**src/rtl/ps2_host_tx_if.sv**
```systemverilog
// ---------------------------------------------------------------------------
// ps2_host_tx_if
// Command handshake between a client (master) and the PS/2 host transmitter
// (slave).
//   tx_valid   master -> slave  command byte request, held until accepted
//   tx_data    master -> slave  command byte, sampled on tx_valid && tx_ready
//   tx_ready   slave -> master  transmitter idle and able to accept
//   tx_done    slave -> master  1-cycle pulse: frame sent and ACK(0) seen
//   tx_error   slave -> master  1-cycle pulse: NACK or timeout
//   tx_inhibit slave -> master  busy; the PS/2 receiver must ignore the bus
// ---------------------------------------------------------------------------
interface ps2_host_tx_if;
  logic       tx_valid;
  logic [7:0] tx_data;
  logic       tx_ready;
  logic       tx_done;
  logic       tx_error;
  logic       tx_inhibit;

  modport master (
    output tx_valid,
    output tx_data,
    input  tx_ready,
    input  tx_done,
    input  tx_error,
    input  tx_inhibit
  );

  modport slave (
    input  tx_valid,
    input  tx_data,
    output tx_ready,
    output tx_done,
    output tx_error,
    output tx_inhibit
  );
endinterface

```
**src/rtl/ps2_host_tx.sv**
```systemverilog
// ---------------------------------------------------------------------------
// ps2_host_tx
// Host-to-device PS/2 transmitter. Sends one command byte to the keyboard
// over the shared open-drain k_clk/k_data pair:
//   start(0), D0..D7 LSB first, odd parity, stop(1), device ACK(0).
// The host first holds k_clk low (inhibit), then pulls k_data low and
// releases k_clk (request-to-send); the device then generates the clock and
// the host changes data on each falling edge.
//
// Ports
//   clk               system clock
//   reset_n           asynchronous active-low reset
//   host              ps2_host_tx_if.slave command handshake
//   kb_clk_in         raw k_clk pin level (asynchronous)
//   kb_data_in        raw k_data pin level (asynchronous)
//   kb_clk_drive_low  1 = pull k_clk low, 0 = release
//   kb_data_drive_low 1 = pull k_data low, 0 = release
// ---------------------------------------------------------------------------
module ps2_host_tx #(
  parameter int INHIBIT_CYCLES = 12_000,
  parameter int START_TIMEOUT  = 1_500_000,
  parameter int FRAME_TIMEOUT  = 200_000,
  parameter int FILTER_LEN     = 8
) (
  input  logic               clk,
  input  logic               reset_n,
  ps2_host_tx_if.slave       host,
  input  logic               kb_clk_in,
  input  logic               kb_data_in,
  output logic               kb_clk_drive_low,
  output logic               kb_data_drive_low
);

  localparam int TO_MAX = (START_TIMEOUT > FRAME_TIMEOUT) ? START_TIMEOUT : FRAME_TIMEOUT;
  localparam int TO_W   = $clog2(TO_MAX + 1);
  localparam int INH_W  = $clog2(INHIBIT_CYCLES + 1);
  localparam int FLT_W  = $clog2(FILTER_LEN + 1);

  typedef enum logic [2:0] {
    IDLE,
    INHIBIT,
    RTS,
    SHIFT,
    ACK,
    WAIT_IDLE
  } state_t;

  // -------------------------------------------------------------------------
  // Input conditioning
  // -------------------------------------------------------------------------
  logic [1:0]       clk_sync_q;
  logic [1:0]       data_sync_q;
  logic             clk_sync;
  logic             data_sync;
  logic             clk_filt_q;
  logic             clk_filt_d1_q;
  logic [FLT_W-1:0] flt_cnt_q;
  logic             fall;

  // Both pins idle high (pulled up), so the synchronizers reset to 1 to
  // avoid a spurious edge after reset.
  always_ff @(posedge clk or negedge reset_n) begin
    if (!reset_n) begin
      clk_sync_q  <= 2'b11;
      data_sync_q <= 2'b11;
    end else begin
      clk_sync_q  <= {clk_sync_q[0], kb_clk_in};
      data_sync_q <= {data_sync_q[0], kb_data_in};
    end
  end

  assign clk_sync  = clk_sync_q[1];
  assign data_sync = data_sync_q[1];

  // The filtered clock only follows the synced clock once it has disagreed
  // for FILTER_LEN consecutive samples; any agreeing sample restarts the
  // count, so short glitches on the cable never reach the FSM.
  always_ff @(posedge clk or negedge reset_n) begin
    if (!reset_n) begin
      clk_filt_q    <= 1'b1;
      clk_filt_d1_q <= 1'b1;
      flt_cnt_q     <= '0;
    end else begin
      clk_filt_d1_q <= clk_filt_q;
      if (clk_sync == clk_filt_q) begin
        flt_cnt_q <= '0;
      end else if (flt_cnt_q == FLT_W'(FILTER_LEN - 1)) begin
        clk_filt_q <= clk_sync;
        flt_cnt_q  <= '0;
      end else begin
        flt_cnt_q <= flt_cnt_q + 1'b1;
      end
    end
  end

  assign fall = clk_filt_d1_q & ~clk_filt_q;

  // -------------------------------------------------------------------------
  // Transmit FSM
  // -------------------------------------------------------------------------
  state_t           state_q, state_d;
  logic [3:0]       bit_cnt_q, bit_cnt_d;
  logic [7:0]       byte_q, byte_d;
  logic             parity_q, parity_d;
  logic [INH_W-1:0] inh_cnt_q, inh_cnt_d;
  logic [TO_W-1:0]  to_cnt_q, to_cnt_d;
  logic             first_fall_q, first_fall_d;
  logic             ack_ok_q, ack_ok_d;
  logic             data_low_q, data_low_d;
  logic             done_pulse;
  logic             error_pulse;
  logic             timeout;

  always_ff @(posedge clk or negedge reset_n) begin
    if (!reset_n) begin
      state_q      <= IDLE;
      bit_cnt_q    <= '0;
      byte_q       <= '0;
      parity_q     <= 1'b0;
      inh_cnt_q    <= '0;
      to_cnt_q     <= '0;
      first_fall_q <= 1'b0;
      ack_ok_q     <= 1'b0;
      data_low_q   <= 1'b0;
    end else begin
      state_q      <= state_d;
      bit_cnt_q    <= bit_cnt_d;
      byte_q       <= byte_d;
      parity_q     <= parity_d;
      inh_cnt_q    <= inh_cnt_d;
      to_cnt_q     <= to_cnt_d;
      first_fall_q <= first_fall_d;
      ack_ok_q     <= ack_ok_d;
      data_low_q   <= data_low_d;
    end
  end

  // Until the device produces its first falling edge the counter measures
  // the start-up window; the first edge restarts it for the whole frame.
  assign timeout = first_fall_q ? (to_cnt_q >= TO_W'(FRAME_TIMEOUT))
                                : (to_cnt_q >= TO_W'(START_TIMEOUT));

  always_comb begin
    state_d      = state_q;
    bit_cnt_d    = bit_cnt_q;
    byte_d       = byte_q;
    parity_d     = parity_q;
    inh_cnt_d    = inh_cnt_q;
    to_cnt_d     = to_cnt_q;
    first_fall_d = first_fall_q;
    ack_ok_d     = ack_ok_q;
    data_low_d   = data_low_q;
    done_pulse   = 1'b0;
    error_pulse  = 1'b0;

    unique case (state_q)
      IDLE: begin
        data_low_d = 1'b0;
        if (host.tx_valid) begin
          byte_d    = host.tx_data;
          parity_d  = ~^host.tx_data;
          bit_cnt_d = '0;
          inh_cnt_d = '0;
          state_d   = INHIBIT;
        end
      end

      INHIBIT: begin
        if (inh_cnt_q == INH_W'(INHIBIT_CYCLES - 1)) begin
          state_d = RTS;
        end else begin
          inh_cnt_d = inh_cnt_q + 1'b1;
        end
      end

      // Start bit goes low while the clock is still held, so the device
      // sees request-to-send the moment the clock is released.
      RTS: begin
        to_cnt_d     = '0;
        first_fall_d = 1'b0;
        data_low_d   = 1'b1;
        state_d      = SHIFT;
      end

      SHIFT: begin
        to_cnt_d = to_cnt_q + 1'b1;
        if (timeout) begin
          error_pulse = 1'b1;
          data_low_d  = 1'b0;
          state_d     = IDLE;
        end else if (fall) begin
          if (!first_fall_q) begin
            to_cnt_d     = '0;
            first_fall_d = 1'b1;
          end
          if (bit_cnt_q < 4'd8) begin
            data_low_d = ~byte_q[bit_cnt_q[2:0]];
          end else if (bit_cnt_q == 4'd8) begin
            data_low_d = ~parity_q;
          end else begin
            data_low_d = 1'b0;
          end
          bit_cnt_d = bit_cnt_q + 1'b1;
          if (bit_cnt_q == 4'd9) begin
            state_d = ACK;
          end
        end
      end

      ACK: begin
        to_cnt_d   = to_cnt_q + 1'b1;
        data_low_d = 1'b0;
        if (timeout) begin
          error_pulse = 1'b1;
          state_d     = IDLE;
        end else if (fall) begin
          ack_ok_d = ~data_sync;
          state_d  = WAIT_IDLE;
        end
      end

      // The result is reported only once the device has let go of both
      // lines, so the receiver never resumes in the middle of the ACK bit.
      WAIT_IDLE: begin
        if (clk_filt_q && data_sync) begin
          done_pulse  = ack_ok_q;
          error_pulse = ~ack_ok_q;
          state_d     = IDLE;
        end
      end

      default: begin
        data_low_d = 1'b0;
        state_d    = IDLE;
      end
    endcase
  end

  // -------------------------------------------------------------------------
  // Outputs
  // -------------------------------------------------------------------------
  // Line drives decode directly from the state register so that an
  // asynchronous reset releases both lines without waiting for a clock edge.
  assign kb_clk_drive_low  = (state_q == INHIBIT) || (state_q == RTS);
  assign kb_data_drive_low = (state_q == RTS) || ((state_q == SHIFT) && data_low_q);

  assign host.tx_ready   = (state_q == IDLE);
  assign host.tx_inhibit = (state_q != IDLE);
  assign host.tx_done    = done_pulse;
  assign host.tx_error   = error_pulse;

endmodule

```
**src/flat_wrapper.sv**
```systemverilog
// flat-port wrapper written by rule: the top's interface ports become plain ports
module ps2_host_tx_flat 
#(
  parameter int INHIBIT_CYCLES = 12_000,
  parameter int START_TIMEOUT  = 1_500_000,
  parameter int FRAME_TIMEOUT  = 200_000,
  parameter int FILTER_LEN     = 8
)
  (clk, reset_n, kb_clk_in, kb_data_in, kb_clk_drive_low, kb_data_drive_low, host_tx_valid, host_tx_data, host_tx_ready, host_tx_done, host_tx_error, host_tx_inhibit);
  ps2_host_tx_if host_i ();
  input  logic clk;
  input  logic reset_n;
  input  logic kb_clk_in;
  input  logic kb_data_in;
  output logic kb_clk_drive_low;
  output logic kb_data_drive_low;
  input wire logic [$bits(host_i.tx_valid)-1:0] host_tx_valid;
  input wire logic [$bits(host_i.tx_data)-1:0] host_tx_data;
  output wire logic [$bits(host_i.tx_ready)-1:0] host_tx_ready;
  output wire logic [$bits(host_i.tx_done)-1:0] host_tx_done;
  output wire logic [$bits(host_i.tx_error)-1:0] host_tx_error;
  output wire logic [$bits(host_i.tx_inhibit)-1:0] host_tx_inhibit;
  assign host_i.tx_valid = host_tx_valid;
  assign host_i.tx_data = host_tx_data;
  assign host_tx_ready = host_i.tx_ready;
  assign host_tx_done = host_i.tx_done;
  assign host_tx_error = host_i.tx_error;
  assign host_tx_inhibit = host_i.tx_inhibit;
  ps2_host_tx #(.INHIBIT_CYCLES(INHIBIT_CYCLES), .START_TIMEOUT(START_TIMEOUT), .FRAME_TIMEOUT(FRAME_TIMEOUT), .FILTER_LEN(FILTER_LEN)) u_core (.clk(clk), .reset_n(reset_n), .host(host_i), .kb_clk_in(kb_clk_in), .kb_data_in(kb_data_in), .kb_clk_drive_low(kb_clk_drive_low), .kb_data_drive_low(kb_data_drive_low));
endmodule
```
**config.mk**
```make
export PLATFORM = sky130hd
export DESIGN_NAME = ps2_host_tx_flat
export DESIGN_NICKNAME = d
export VERILOG_FILES = /design/src/rtl/ps2_host_tx_if.sv /design/src/rtl/ps2_host_tx.sv /design/src/flat_wrapper.sv
export SDC_FILE = /design/constraint.sdc
export NUM_CORES = 1
export LEC_CHECK = 0
export BUFFER_PORTS_ARGS = -buffer_cell sky130_fd_sc_hd__buf_2
export CAP_MARGIN = 20
export CORE_ASPECT_RATIO = 1.4
export CORE_MARGIN = 5
export CORE_UTILIZATION = 43
export DETAILED_ROUTE_END_ITERATION = 12
export PLACE_DENSITY = 0.69
export RECOVER_POWER = 100
export SLEW_MARGIN = 5
export SYNTH_ARGS = -nofsm -noshare
export SYNTH_HDL_FRONTEND = slang
export SYNTH_SLANG_ARGS = --single-unit
```
**constraint.sdc**
```tcl
create_clock -name clk -period 3.5 [get_ports clk]
set_clock_uncertainty 0.05 [all_clocks]
set_input_delay 0.7 -clock clk [delete_from_list [all_inputs] [get_ports clk]]
set_output_delay 0.7 -clock clk [all_outputs]
set_load 0.03 [all_outputs]
```
==> metrics.md, run 1 <==
| Metric | Value |
|---|---|
| Status | complete, but fails checks |
| Failing checks | max-capacitance violations, max-slew violations |
| Buf/Inv on CP | 1 |
| Longest Clk Path Bufs | 2 |
| # DRC | 0 |
| Top FF cell, synth | dfrtp_1 |
| Area after DPL | around 3600 sq um |
| Slew margin rel. | -0.0278 |
| Die ar. | between 9000 and 10,000 sq um |
| Setup Buffers After CTS | 0 |
| CTS tree | yes |
| Clock transition at path regs | 70 ps |
| Req. time, crit path | about 2800 ps |
| Leading area contributor after synthesis | dfrtp_1 |
| Max cap viols | 2 |
| Syn_nets | just under 400 |
| Worst reg2reg setup slack | between 400 and 500 ps |
| Slowest cell on crit path | dfrtp_1 |
| First-pass GRT wire length | between 10 and 15 mm |
| Worst VDD drop | approximately 0.43 mV |
| DRT iter0 DRCs | approximately 160 |
| R2r endpoint | u_core.inh_cnt_q[2]$_DFFE_PN0P_ |
| CTS buffer count | 9 |
| FFs w/ async S/R, synth | 1.00 |
| Crit-path cells | nor4b_1 -> nand2_1 -> o21ai_1 -> nor2_1 -> a21o_1 -> clkbuf_1 |
| Distinct cells, synth | 50 |
| Cell area after synthesis | ~3400 sq um |
| Fin crit share | 0.862 |
| Synth top area cells | dfrtp_1 42%, xnor2_1 10%, nand2_1 6.3%, nor2_1 4.8%, dfstp_2 4.6% |
| Hold_sp | u_core.clk_sync_q[0]$_DFF_PN1_ |
| Clk Latency, worst-skew pair | 350 ps |
| Initial Util | 0.440 |
| Root Driver | clkbuf_8 |
| Final core utilization | 0.480 |
| Total number of vias | 2,634 |
| Unrepaired setup endpoints after global routing | false |
| Worst Setup Start Kind | register |
| All-Layer GR Usage | 0.149 |
| Final hold viol count | 0 |
| Final net count | ~410 |
| Hold_buf cts | 0 |
| FF+latch count, synth | 64 |
| Diode count | 0 |
| WL/cell | 13.6 um |
| Htree depth | 3 |
| Share of the synthesized area in the top cell type | 0.423 |
| Hold Path Depth | 0 |
| Reg2reg start | u_core.inh_cnt_q[8]$_DFFE_PN0P_ |
| Power Density | just under 700 nW/um^2 |
| Total grt overflow | 0 |
| Hold endpoint | u_core.clk_sync_q[1]$_DFF_PN1_ |
| Yosys Warn Count | 0 |
| Cells after synthesis | about 370 |
| Die Y | about 120 um |
| WHS | ~300 ps |
| Sink Count | 64 |
| Pin count of the biggest net entering global routing | 65 |
| Via/cell ratio | about 5.3 |
| Pre-antenna DRT Iters | 4 |
| Pwr Total | approximately 2.6 mW |
| # rows | 38 |
| Critical Setup Path Class | register to output pin |
| Area added between synthesis and finish | 9.08% |
| Max Freq | between 300 and 400 MHz |
| Initial antenna violation count | 0 |
| Worst hold-check path type | register to register |
| Routed wire length | around 6.7 mm |
| Final period demand of the worst path | roughly 3000 ps |
| IO Count | 19 |
| Leak | between 1.5 and 2 nW |
| TNS Setup | 0 ps |
| Count of final setup violators | 0 |
| Die X | 85.5 um |
| Tightest Pin Transition | roughly 1500 ps |
| Sequential area share after synthesis | 0.469 |
| DP Wirelength | roughly 4.6 mm |
| EDFF count, synth | 0 |
| Worst-path fanout max | 8 |
| CP peak stage delay | between 400 and 500 ps |
| Antenna-violating nets left | 0 |
| Crit path DAT | 2270 ps |
| Worst R2R Path Depth | 6 |
| Crit end category | output pin |
| Fraction of layout cells with a size suffix above 1 | 0.107 |
| Core Region | 7800 sq um |
| IO Port Bufs | 18 |
| Slew Limit Fails | 85 |
| Commonest non-fill, non-tap cells in the layout | 58 x nand2_1, 58 x dfrtp_1, 44 x nor2_1, 39 x xnor2_1, 18 x inv_1 |
| Final design area excluding fillers | ~3700 sq um |
| CTS resizes | 0 |
| Syn avg cell area | approximately 9.3 sq um |
| GP Congestion | 0.851 |
| Vias in the first global route | 2,525 |
| Family with the most delay on the worst path | simple AND/OR/NAND/NOR gates |
kinds of logic (layout without fill, tap and decap cells):
family          Yosys count  count (layout)  synth area share
xor+xnor                 40              40             0.102
compound gates           46              46            0.0930
mux                       9               9            0.0339
simple gates            173             173             0.244
buf+inv                  30              55            0.0361
flops                    64              64             0.469
fa+ha+maj                 6               6            0.0219
metal layers:
metal | global-route usage | wire length (um) | vias up
met5 | 0 | 0 | -
met4 | 0.106 | 221 | 0
met3 | 0.0320 | 232 | 14
met2 | 0.248 | 3400 | 49
met1 | 0.169 | 2850 | 1273
li1 | - | - | 1298
where the power goes:
part           leakage [nW]  internal [mW]  switching, mW
clock                0.0992          0.312          0.278
combinational         0.662          0.327          0.478
sequential            0.829          0.949          0.215
total                  1.59           1.59          0.970
per-stage QoR:
step / worst slack, ps / std cells
finish: 482 / 493
global route: 237 / 493
CTS: 495 / 493
detailed placement: 909 / 477
global placement: 989 / 477
floorplan: 1220 / 368
cell type report:
type                       count  area [sq um]
tap                          100           125
clock inverter                 3          15.0
timing repair buffer          21          98.8
fill                         745          4050
multi-input combinational    274          1660
sequential                    64          1610
inverter                      18          67.6
clock buffer                  13           169
state kept, by name, indices dropped and copies added (netlist names), 2 cells and up:
name                flops
u_core.clk_sync_q       2
u_core.flt_cnt_q        4
u_core.byte_q           8
u_core.bit_cnt_q        4
u_core.data_sync_q      2
u_core.inh_cnt_q       14
u_core.state_q          3
u_core.to_cnt_q        21
worst max-delay path by stage:
stage | to | slack (ps) | start | depth (start not counted)
floorplan | host_tx_error | 1220 | u_core.to_cnt_q[19]$_DFFE_PN0P_ | 5
global placement | host_tx_error | 990 | u_core.to_cnt_q[12]$_DFFE_PN0P_ | 6
detailed placement | host_tx_error | 910 | u_core.to_cnt_q[19]$_DFFE_PN0P_ | 6
CTS | host_tx_error | 490 | u_core.to_cnt_q[19]$_DFFE_PN0P_ | 6
global route | host_tx_error | 240 | u_core.to_cnt_q[19]$_DFFE_PN0P_ | 6
finish | host_tx_error | 480 | u_core.to_cnt_q[19]$_DFFE_PN0P_ | 6
synth_stat cells (2+ instances only):
master and number:
dfrtp_1 58, nand2_1 58, nor2_1 44, xnor2_1 39
inv_1 18, nand3_1 14, nor3_1 12, o21ai_0 12
a21oi_1 10, nor4_1 10, clkbuf_1 7, dfstp_2 6
ha_1 6, mux2i_1 6, nand4_1 4, nor2b_1 4
o211ai_1 4, or3_1 4, a2111oi_0 3, and3_1 3
buf_2 3, nand3b_1 3, nor3_2 3, a211oi_1 2
a21o_1 2, a21oi_2 2, and2_1 2, mux4_2 2
nand2b_1 2, nor3b_1 2, nor4b_1 2, o21ai_1 2
o22ai_1 2
(Power assumes the default switching activity.)
==> inputs of run 2 (changes only) <==
--- a/config.mk
+++ b/config.mk
@@ -12,7 +12,6 @@
 export CORE_UTILIZATION = 43
 export DETAILED_ROUTE_END_ITERATION = 12
 export PLACE_DENSITY = 0.69
-export RECOVER_POWER = 100
 export SLEW_MARGIN = 5
 export SYNTH_ARGS = -nofsm -noshare
 export SYNTH_HDL_FRONTEND = slang
==> metrics.md, run 2 (synthesis results as in run 1) <==
| Metric | Value |
|---|---|
| Htree depth | 3 (unchanged) |
| Slew margin rel. | 0.395 (was -0.0278) |
| GP Congestion | 0.851 (unchanged) |
| R2r endpoint | u_core.to_cnt_q[20]$_DFFE_PN0P_ (was u_core.inh_cnt_q[2]$_DFFE_PN0P_) |
| # rows | 38 (unchanged) |
| Unrepaired setup endpoints after global routing | false (unchanged) |
| Area added between synthesis and finish | 10.6% (was 9.08%) |
| Power Density | 682 nW/um^2 (was 683 nW/um^2) |
| CTS resizes | 0 (unchanged) |
| Vias in the first global route | 2,525 (unchanged) |
| Crit path DAT | 2250 ps (was 2270 ps) |
| Max Freq | 333 MHz (was 331 MHz) |
| Setup crit end | host_tx_error (unchanged) |
| Fraction of layout cells with a size suffix above 1 | 0.140 (was 0.107) |
| Fin crit share | 0.858 (was 0.862) |
| Die ar. | 9890 sq um (unchanged) |
| Initial Util | 0.440 (unchanged) |
| Root Driver | clkbuf_8 (unchanged) |
| Worst VDD drop | 0.433 mV (was 0.432 mV) |
| IO Count | 19 (unchanged) |
| Reg2reg start | u_core.state_q[2]$_DFFE_PN0P_ (was u_core.inh_cnt_q[8]$_DFFE_PN0P_) |
| CTS tree | yes (unchanged) |
| Tightest Pin Transition | 908 ps (was 1540 ps) |
| Core Region | 7800 sq um (unchanged) |
| All-Layer GR Usage | 0.149 (unchanged) |
| Setup Buffers After CTS | 0 (unchanged) |
| Via/cell ratio | 5.29 (was 5.34) |
| IO Port Bufs | 18 (unchanged) |
| CTS buffer count | 9 (unchanged) |
| Worst reg2reg setup slack | 1160 ps (was 490 ps) |
| Routed wire length | 6.69 mm (was 6.70 mm) |
| Leak | 1.63 nW (was 1.59 nW) |
| Final hold viol count | 0 (unchanged) |
| Register bank with the most flops | u_core.to_cnt_q (unchanged) |
| CP startpoint | u_core.to_cnt_q[19]$_DFFE_PN0P_ (unchanged) |
| TNS Setup | 0 ps (unchanged) |
| Die Y | 116 um (unchanged) |
| Total grt overflow | 0 (unchanged) |
| Req. time, crit path | 2750 ps (about the same) |
| Slew Limit Fails | 0 (was 85) |
| Die X | 85.5 um (unchanged) |
| Pre-antenna DRT Iters | 4 (unchanged) |
| Clk Latency, worst-skew pair | 340 ps (was 350 ps) |
| Max cap viols | 0 (was 2) |
| Diode count | 0 (unchanged) |
| # DRC | 0 (unchanged) |
| First-pass GRT wire length | 11.5 mm (unchanged) |
| Final period demand of the worst path | 3000 ps (was 3020 ps) |
| DP Wirelength | 4.62 mm (unchanged) |
| DP Cell Count | 477 (unchanged) |
| DRT iter0 DRCs | 147 (was 159) |
| Final net count | 407 (unchanged) |
| Crit end category | output pin (unchanged) |
| Slowest cell on crit path | o21ai_1 (was dfrtp_1) |
| Biggest regs | u_core.to_cnt_q (21), u_core.inh_cnt_q (14), u_core.byte_q (8) (unchanged) |
| Crit-path cells | nor4b_1 -> nand2_1 -> o21ai_1 -> nor2_1 -> a21o_1 -> buf_2 (was nor4b_1 -> nand2_1 -> o21ai_1 -> nor2_1 -> a21o_1 -> clkbuf_1) |
| Worst Setup Start Kind | register (unchanged) |
| Hold_buf cts | 0 (unchanged) |
| WL/cell | 13.6 um (about the same) |
| Max reg flops | 21 (unchanged) |
| Status | complete, no violations (was complete, but fails checks) |
| Longest Clk Path Bufs | 2 (unchanged) |
| Total number of vias | 2,610 (was 2,634) |
| Antenna-violating nets left | 0 (unchanged) |
| Hold Path Depth | 0 (unchanged) |
| Initial antenna violation count | 0 (unchanged) |
| Fin cells | 493 (unchanged) |
| CP peak stage delay | 460 ps (was 430 ps) |
| Worst-path fanout max | 8 (unchanged) |
| Clock transition at path regs | 70 ps (about the same) |
| Worst R2R Path Depth | 5 (was 6) |
| Worst hold-check path type | register to register (unchanged) |
| Critical Setup Path Class | register to output pin (unchanged) |
| Pin count of the biggest net entering global routing | 65 (unchanged) |
| Count of final setup violators | 0 (unchanged) |
| Commonest non-fill, non-tap cells in the layout | 58 x nand2_1, 58 x dfrtp_1, 44 x nor2_1, 39 x xnor2_1 (was 58 x nand2_1, 58 x dfrtp_1, 44 x nor2_1, 39 x xnor2_1, 18 x inv_1) |
| Sink Count | 64 (unchanged) |
-- run 2: critical path: cells and delay by family (launching register included) --
kind	cells	cell delay, ps
AND/OR/NAND/NOR	3	660
buffers and inverters	1	170
flip-flops	1	430
AO/OA/AOI/OAI	2	650
-- run 2: routing by layer --
layer / vias up / part of all wire / global-route usage
met5: - / 0 / 0
li1: 1303 / - / -
met2: 41 / 0.51 / 0.248
met3: 12 / 0.027 / 0.0320
met1: 1254 / 0.43 / 0.169
met4: 0 / 0.029 / 0.106
-- run 2: how the worst min path moves through the flow --
stage	slack, ps	end	startpoint
floorplan	300	u_core.clk_sync_q[1]$_DFF_PN1_	u_core.clk_sync_q[0]$_DFF_PN1_
global placement	300	u_core.clk_sync_q[1]$_DFF_PN1_	u_core.clk_sync_q[0]$_DFF_PN1_
detailed placement	300	u_core.data_sync_q[1]$_DFF_PN1_	u_core.data_sync_q[0]$_DFF_PN1_
CTS	310	u_core.data_sync_q[1]$_DFF_PN1_	u_core.data_sync_q[0]$_DFF_PN1_
global route	320	u_core.data_sync_q[1]$_DFF_PN1_	u_core.data_sync_q[0]$_DFF_PN1_
finish	310	u_core.clk_sync_q[1]$_DFF_PN1_	u_core.clk_sync_q[0]$_DFF_PN1_
-- run 2: through the flow --
step / power, mW / util / cell area, sq um / hold WS [ps] / worst slack [ps]
floorplan: 1.80 / - / 3430 / 295 / 1220
global placement: 1.98 / 0.463 / 3610 / 301 / 989
detailed placement: 2.02 / 0.463 / 3610 / 302 / 909
CTS: 2.62 / 0.487 / 3800 / 311 / 495
global route: 2.79 / 0.487 / 3800 / 316 / 267
finish: 2.59 / 0.487 / 3800 / 308 / 497
-- run 2: final cells by class --
cell class / instances / area [sq um]
Fill cell: 744 / 4000
Clock inverter: 3 / 15.0
Inverter: 18 / 67.6
Tap cell: 100 / 125
Sequential cell: 64 / 1610
Clock buffer: 13 / 169
Multi-Input combinational cell: 274 / 1700
Timing Repair Buffer: 21 / 113
-- run 2: power breakdown --
group	total [mW]	switching (mW)	internal, mW
clock	0.587	0.276	0.312
combinational	0.835	0.487	0.348
sequential	1.17	0.219	0.950
==> inputs of run 3 (changes only) <==
--- a/config.mk
+++ b/config.mk
@@ -7,11 +7,13 @@
 export LEC_CHECK = 0
 export BUFFER_PORTS_ARGS = -buffer_cell sky130_fd_sc_hd__buf_2
 export CAP_MARGIN = 20
+export CELL_PAD_IN_SITES_DETAIL_PLACEMENT = 1
+export CELL_PAD_IN_SITES_GLOBAL_PLACEMENT = 1
 export CORE_ASPECT_RATIO = 1.4
 export CORE_MARGIN = 5
 export CORE_UTILIZATION = 43
 export DETAILED_ROUTE_END_ITERATION = 12
-export PLACE_DENSITY = 0.69
+export PLACE_DENSITY = 0.85
 export SLEW_MARGIN = 5
 export SYNTH_ARGS = -nofsm -noshare
 export SYNTH_HDL_FRONTEND = slang
==> constraint.sdc (replaced) <==
create_clock -name clk -period 2.5 [get_ports clk]
set_clock_uncertainty 0.05 [all_clocks]
set_input_delay 0.5 -clock clk [delete_from_list [all_inputs] [get_ports clk]]
set_output_delay 0.5 -clock clk [all_outputs]
set_load 0.1 [all_outputs]
==> metrics.md, run 3 (synthesis results as in run 1) <==
| Metric | Value |
|---|---|
| Status | complete, but fails checks (was complete, no violations) |
| Failing checks | negative setup slack |
| Pwr Total | 4.05 mW (was 2.59 mW) |
| Die X | 85.5 um (unchanged) |
| Commonest non-fill, non-tap cells in the layout | 58 x nand2_1, 55 x dfrtp_1, 43 x nor2_1, 39 x xnor2_1, 20 x buf_4 (was 58 x nand2_1, 58 x dfrtp_1, 44 x nor2_1, 39 x xnor2_1) |
| Pre-antenna DRT Iters | 4 (unchanged) |
| Longest Clk Path Bufs | 2 (unchanged) |
| FILL cells | 928 (was 744) |
| Area added between synthesis and finish | 16.3% (was 10.6%) |
| Worst hold-check path type | primary input to async pin (was register to register) |
| DP Wirelength | 6.37 mm (was 4.62 mm) |
| Critical Setup Path Class | register to output pin (unchanged) |
| Place WS | 253 ps (was 909 ps) |
| Sink Count | 64 (unchanged) |
| Req. time, crit path | 1950 ps (was 2750 ps) |
| Psw | 1.73 mW (was 981 uW) |
| Fraction of layout cells with a size suffix above 1 | 0.205 (was 0.140) |
| Clk network pwr share | 0.196 (was 0.227) |
| Worst VDD drop | 0.867 mV (was 0.433 mV) |
| Worst Setup Start Kind | register (unchanged) |
| Total grt overflow | 0 (unchanged) |
| Crit end category | output pin (unchanged) |
| Unrepaired setup endpoints after global routing | true (was false) |
| GP Congestion | 0.824 (was 0.851) |
| WL/cell | 17.9 um (was 13.6 um) |
| Total number of vias | 2,809 (was 2,610) |
| Die Y | 116 um (unchanged) |
| Crit path DAT | 1990 ps (was 2250 ps) |
| Via/cell ratio | 5.51 (was 5.29) |
| Seq. cell area | 1610 sq um (about the same) |
| Switching share of power | 0.427 (was 0.379) |
| Diode count | 0 (unchanged) |
| Final period demand of the worst path | roughly 2500 ps |
| Tightest Pin Transition | 603 ps (was 908 ps) |
| Root Driver | clkbuf_8 (unchanged) |
| Worst-path fanout max | 6 (was 8) |
| Max reg flops | 21 (unchanged) |
| Max Freq | between 300 and 400 MHz |
| Final WS setup | -37.4 ps (was 497 ps) |
| IO Port Bufs | 18 (unchanged) |
| Count of final setup violators | 1 (was 0) |
| Leak | 1.71 nW (was 1.63 nW) |
| Htree depth | 3 (unchanged) |
| IO Count | 19 (unchanged) |
| Max cap viols | 0 (unchanged) |
| Slew Limit Fails | 0 (unchanged) |
| Comb pwr share | 0.399 (was 0.322) |
| Register bank with the most flops | u_core.to_cnt_q (unchanged) |
| Initial Util | 0.440 (unchanged) |
| Fin crit share | 1.01 |
| All-Layer GR Usage | 0.200 (was 0.149) |
| Slew margin rel. | 0.587 (was 0.395) |
| First-pass GRT wire length | 15.1 mm (was 11.5 mm) |
| Clk Latency, worst-skew pair | 360 ps (was 340 ps) |
| Die ar. | 9890 sq um (unchanged) |
| DRT iter0 DRCs | 83 (was 147) |
| Vias in the first global route | 3,113 (was 2,525) |
| Final net count | 424 (was 407) |
| Most common cell after layout, fill and taps aside | nand2_1 |
| Pin count of the biggest net entering global routing | 33 (was 65) |
| Antenna-violating nets left | 0 (unchanged) |
| Initial antenna violation count | 0 (unchanged) |
| Clock transition at path regs | 70 ps (about the same) |
| Final hold viol count | 0 (unchanged) |
| Biggest regs | u_core.to_cnt_q (21), u_core.inh_cnt_q (14), u_core.byte_q (8) (unchanged) |
| Multi-input logic area | 1750 sq um (was 1700 sq um) |
| Hold_buf cts | 0 (unchanged) |
| Routed wire length | 9.15 mm (was 6.69 mm) |
| # DRC | 0 (unchanged) |
| Internal | 2.32 mW (was 1.61 mW) |
| Flop pwr share | 0.405 (was 0.451) |
| Core Region | 7800 sq um (unchanged) |
| Power Density | 1010 nW/um^2 (was 682 nW/um^2) |
| CTS buffer count | 9 (unchanged) |
| Worst reg2reg setup slack | 220 ps (was 1160 ps) |
| CTS tree | yes (unchanged) |
| # rows | 38 (unchanged) |
[run 3: critical path, cell delays in order, from the launching register on]
cell      delay, ps
dfrtp_2         450
nand4b_1        240
nor3b_2         290
a21oi_2         120
nor2_2          160
a21o_1          180
buf_12          180
[run 3: repair_timing]
item	4_1_cts	5_1_grt
setup endpoints to repair	1	1
resized for setup	6	6
pin swaps	1	4
buffers inserted	1	2
[run 3: path summary, 6_finish.rpt]
path                                                 start                         endpoint  cells after the start
setup reg to reg           u_core.inh_cnt_q[8]$_DFFE_PN0P_  u_core.inh_cnt_q[4]$_DFFE_PN0P_                      6
hold / removal                                     reset_n    u_core.flt_cnt_q[2]$_DFF_PN0_                      2
setup / recovery           u_core.to_cnt_q[16]$_DFFE_PN0P_                    host_tx_error                      6
min in group clk                                 kb_clk_in   u_core.clk_sync_q[0]$_DFF_PN1_                      1
max in group asynchronous                          reset_n  u_core.data_sync_q[1]$_DFF_PN1_                      2
hold reg to reg             u_core.clk_sync_q[0]$_DFF_PN1_   u_core.clk_sync_q[1]$_DFF_PN1_                      0
[run 3: cell type report]
type / count / share of cell area
clock buffer: 12 / 0.0364
clock inverter: 4 / 0.00502
inverter: 18 / 0.0169
multi-input combinational: 274 / 0.438
sequential: 64 / 0.404
tap: 100 / 0.0314
timing repair buffer: 38 / 0.0677
[run 3: power by group through the flow]
stage / registers, mW / clock network [mW] / logic [mW]
after floorplan: 1.54 / 0 / 1.17
after global placement: 1.61 / 0 / 1.48
after detailed placement: 1.64 / 0 / 1.55
after CTS: 1.63 / 0.809 / 1.60
after global routing: 1.68 / 0.862 / 1.77
final: 1.64 / 0.792 / 1.62
[run 3: routing by layer]
layer	part of all wire	global-route usage
met5	0	0
met1	0.38	0.209
met4	0.038	0.107
met2	0.56	0.370
met3	0.022	0.0427
[run 3: per-stage QoR]
step | hold slack [ps] | area [sq um] | cells | TNS [ps] | utilization
after CTS | 132 | 3960 | 508 | 0 | 0.508
after detailed placement | 302 | 3760 | 491 | 0 | 0.483
after floorplan | 154 | 3450 | 368 | -277 | -
final | 118 | 3990 | 510 | -37.4 | 0.512
after global placement | 296 | 3760 | 491 | 0 | 0.483
after global routing | 158 | 3990 | 510 | -69.0 | 0.512
